===== src/rtl/serial_sub.sv =====
// Bit-serial subtractor: computes a - b - bi one bit per clock, LSB first,
// and presents the registered difference and borrow-out with a one-cycle done pulse.
module serial_sub #(
    parameter int WIDTH = 8
) (
    input  logic             clk,
    input  logic             reset_n,
    input  logic             start,
    input  logic [WIDTH-1:0] a,
    input  logic [WIDTH-1:0] b,
    input  logic             bi,
    output logic [WIDTH-1:0] d,
    output logic             bo,
    output logic             busy,
    output logic             done
);

    typedef enum logic [1:0] {
        IDLE = 2'd0,
        RUN  = 2'd1,
        DONE = 2'd2
    } state_t;

    state_t           state_q;
    logic [WIDTH-1:0] a_sh_q;
    logic [WIDTH-1:0] b_sh_q;
    logic [WIDTH-1:0] res_q;
    logic [WIDTH-1:0] d_q;
    logic             br_q;
    logic             bo_q;
    logic             busy_q;
    logic             done_q;
    logic [4:0]       cnt_q;

    logic             diff_d;
    logic             br_d;
    logic             last_d;
    logic [WIDTH-1:0] res_d;

    // One full-subtractor slice operating on the current LSBs of the shifters.
    assign diff_d = a_sh_q[0] ^ b_sh_q[0] ^ br_q;
    assign br_d   = (~a_sh_q[0] & b_sh_q[0]) | (~(a_sh_q[0] ^ b_sh_q[0]) & br_q);
    assign res_d  = {diff_d, res_q[WIDTH-1:1]};
    assign last_d = (cnt_q == 5'(WIDTH - 1));

    always_ff @(posedge clk or negedge reset_n) begin
        if (!reset_n) begin
            state_q <= IDLE;
            a_sh_q  <= '0;
            b_sh_q  <= '0;
            res_q   <= '0;
            d_q     <= '0;
            br_q    <= 1'b0;
            bo_q    <= 1'b0;
            busy_q  <= 1'b0;
            done_q  <= 1'b0;
            cnt_q   <= '0;
        end else begin
            case (state_q)
                IDLE: begin
                    done_q <= 1'b0;
                    if (start) begin
                        a_sh_q  <= a;
                        b_sh_q  <= b;
                        br_q    <= bi;
                        cnt_q   <= '0;
                        busy_q  <= 1'b1;
                        state_q <= RUN;
                    end
                end
                RUN: begin
                    a_sh_q <= a_sh_q >> 1;
                    b_sh_q <= b_sh_q >> 1;
                    res_q  <= res_d;
                    br_q   <= br_d;
                    cnt_q  <= cnt_q + 5'd1;
                    // Outputs update only here, so partial results never reach d.
                    if (last_d) begin
                        d_q     <= res_d;
                        bo_q    <= br_d;
                        busy_q  <= 1'b0;
                        done_q  <= 1'b1;
                        state_q <= DONE;
                    end
                end
                DONE: begin
                    done_q  <= 1'b0;
                    state_q <= IDLE;
                end
                default: begin
                    busy_q  <= 1'b0;
                    done_q  <= 1'b0;
                    state_q <= IDLE;
                end
            endcase
        end
    end

    assign d    = d_q;
    assign bo   = bo_q;
    assign busy = busy_q;
    assign done = done_q;

endmodule


===== config.mk =====
export PLATFORM = sky130hd
export DESIGN_NAME = serial_sub
export DESIGN_NICKNAME = d
export VERILOG_FILES = /design/src/rtl/serial_sub.sv
export SDC_FILE = /design/constraint.sdc
export NUM_CORES = 1
export LEC_CHECK = 0
export CAP_MARGIN = 25
export CORE_MARGIN = 1.5
export CORE_UTILIZATION = 40
export CTS_CLUSTER_SIZE = 40
export DETAILED_ROUTE_END_ITERATION = 8
export GPL_ROUTABILITY_DRIVEN = 1
export SLEW_MARGIN = 25
export SYNTH_ARGS = -nofsm -noshare
export SYNTH_HDL_FRONTEND = slang
export SYNTH_SLANG_ARGS = --single-unit

===== constraint.sdc =====
create_clock -name clk -period 1.4 [get_ports clk]
set_input_delay 0.21 -clock clk [delete_from_list [all_inputs] [get_ports clk]]
set_output_delay 0.21 -clock clk [all_outputs]
set_load 0.01 [all_outputs]

==> qor.yml <==
sta:
  slew_viol_final: 0
  hold_viol: 0
  final.setup_skew_ns: 0.00701
  finalCritPeriodShare_pct: 99.5
  relSlewSlack_pct: 64.9
  fin_crit_ns: 1.39
  setup_ws_ns: 0.00763
  setup_viol: 0
  worst_slew_pin_slew_ns: 0.527
  max_freq_mhz: 718
  rsz0062_at_grt: "true"
synth:
  syn-cell-area_um2: 1960
  synth_cell_types: 29
  synth.most_common_cell: "dfrtp_1"
  synthCells: 182
  synth_nets: 204
  yosysWarnings: 0
  ys_top_cells_by_area: "dfrtp_1 (54%), mux2_4 (6.1%), nor2b_1 (5.4%), a22oi_1 (5.0%), o21ai_0 (4.9%)"
  ys_ff_latch: 42
  yosysTopAreaCellShare_pct: 53.7
  synth.avg_cell_area_um2: 10.7
  synth-edff-count: 0
  synth_top_area_cell: "dfrtp_1"
  async_flop_share_pct: 100
  ys_seq_area_share_pct: 53.7
  synth_common_cells: "dfrtp_1 (42), nand2_1 (25), o21ai_0 (19), nor2b_1 (17), a21oi_1 (16)"
  ys.flop_type: "dfrtp_1"
clock_network:
  cts_buffers: 5
  h-tree-depth: 2
  cts-root-buf: "clkbuf_8"
  clkSinkCount: 42
  clock_latency_ns: 0.30
  tritoncts: "built"
  clk_pin_slew_ns: 0.08
  clock_path_buffers: 2
worst_setup_path:
  cp_num_buf_inv: 0
  worstPathRequired_ns: 1.58
  endpoint_kind: "flip-flop"
  crit_arrival_ns: 1.58
  startpoint_type: "flip-flop"
  cp_top_family: "simple AND/OR/NAND/NOR gates"
  path_cells: "ha_1 -> and4bb_4 -> nand2_8 -> mux2_4"
  slowest_stage: "dfrtp_1"
  crit_fanout: 9
  crit_type: "reg -> reg"
  cpPeakStageDelay_ns: 0.38
grt:
  grt_pass1_vias: 1516
  grt-ovfl-total: 0
  grt_pass1_wl_um: 7020
  track_usage_pct: 17.5
  antenna_found_initial: 0
  grt_max_degree: 43
final_layout:
  multi_input_area_um2: 823
  fillerInstances: 424
  fin_area_um2: 2490
  nets: 244
  utilization_pct: 52.8
  area_growth_pct: 27.6
  regArea_um2: 1050
  layout-drive-gt1-share_pct: 15.7
  antenna_cells: 0
power_and_ir_drop:
  power.leakage_uw: 0.00124
  internal_power_uw: 3140
  clkPwrFrac_pct: 16.8
  power.switching_uw: 1650
  combPwrFrac_pct: 40.7
  irDropWorstVdd_uv: 579
  switching_share_pct: 34.4
  powerDensity_nw_per_um2: 1920
  sequentialPowerShare_pct: 42.6
floorplan:
  die_w_um: 72.9
  ios: 31
  fp.dieArea_um2: 5320
  rows: 25
  core_region_area_um2: 4720
  die_y_um: 72.9
  start_util_pct: 41.4
place:
  placed_area_um2: 2370
  gp_congestion: 0.713
  placement.io_buffers: 30
  hpwl_um: 2700
  dp_slack_ns: -0.0644
run_status:
  outcome: "completed"
detailed_routing:
  num_vias: 1468
  drtPass1Iterations: 4
  drc: 0
  drt-total-wl_um: 4000
  ant_nets: 0
  drtIter0Drc: 49
  vias_per_cell: 5.06
  wl_per_cell_um: 13.8
min_path:
  hp-class: "reg -> reg"
flow_run:
  maxCapViolCount: 0
## sequential cells by signal (all words and copies together), names as in the netlist
register	count
done	1
d	8
state_q	2
res_q	7
cnt_q	5
b_sh_q	8
a_sh_q	8
bo	1
br_q	1
busy	1
## layout make-up
cell class                      instances  share of cell area, %
Clock buffer                            7                   3.46
Multi-Input combinational cell        123                   33.0
Sequential cell                        42                   42.1
Clock inverter                          1                  0.201
Timing Repair Buffer                   45                   17.1
Inverter                                5                  0.752
Tap cell                               67                   3.36
## worst paths after layout
path	cells after the start	slack (ns)	startpoint	end
max in group asynchronous	3	0.52	reset_n	br_q
hold reg to reg	1	0.48	cnt_q[4]	cnt_q[4]
min in group asynchronous	3	0.51	reset_n	d[6]
hold / removal	1	0.48	cnt_q[4]	cnt_q[4]
setup reg to reg	4	0.008	cnt_q[1]	d[7]
setup / recovery	4	0.008	cnt_q[1]	d[7]
## worst reg2reg max path, stage by stage (launching register included)
cell	delay (ns)
dfrtp_1	0.38
ha_1	0.19
and4bb_4	0.29
nand2_8	0.10
mux2_4	0.32
## cells in the final DEF, fill, tap and decap left out, drive strengths merged, types with 3 or more instances in the layout
cell type and count:
a21oi 16, a22oi 13, buf 15, clkbuf 7
clkdlybuf4s50 18, dfrtp 42, dlygate4sd2 5, dlymetal6s2s 6
inv 5, mux2 8, mux2i 4, nand2 26
nor2 3, nor2b 17, o21ai 20
## cell families after synthesis
logic type,share of synthesized area [%]
flops,53.7
simple gates,14.8
mux,8.19
buf+inv,4.41
compound gates,17.2
fa+ha+maj,1.66
## stage by stage
step	TNS [ns]	hold slack (ns)	instances	total power, uW
finish	0	0.485	290	4790
global route	-0.287	0.524	290	5170
CTS	0	0.494	290	4850
detailed placement	-0.554	0.314	280	4090
global placement	0	0.308	280	3980
floorplan	0	-0.0856	182	3320
## per-layer routing
layer	up-vias	global-route usage (%)	wire length (um)
met3	7	3.45	157
met4	0	7.97	76
met2	41	30.0	2020
met5	-	0	0
li1	710	-	-
met1	710	21.1	1750
## timing repair
item | in CTS | in global routing
gates resized for setup | 5 | 9
hold buffers | 1 | 0
hold endpoints to repair | 24 | 0
setup buffers | 1 | 0
endpoints found under the setup margin | 13 | 30
## power by group through the flow
stage               Combinational, uW  Clock [uW]  Sequential [uW]
floorplan                        1240           0             2080
global placement                 1930           0             2050
detailed placement               2020           0             2070
CTS                              1980         826             2050
global route                     2180         878             2110
finish                           1950         803             2040
Power figures use the tool's default switching activity.
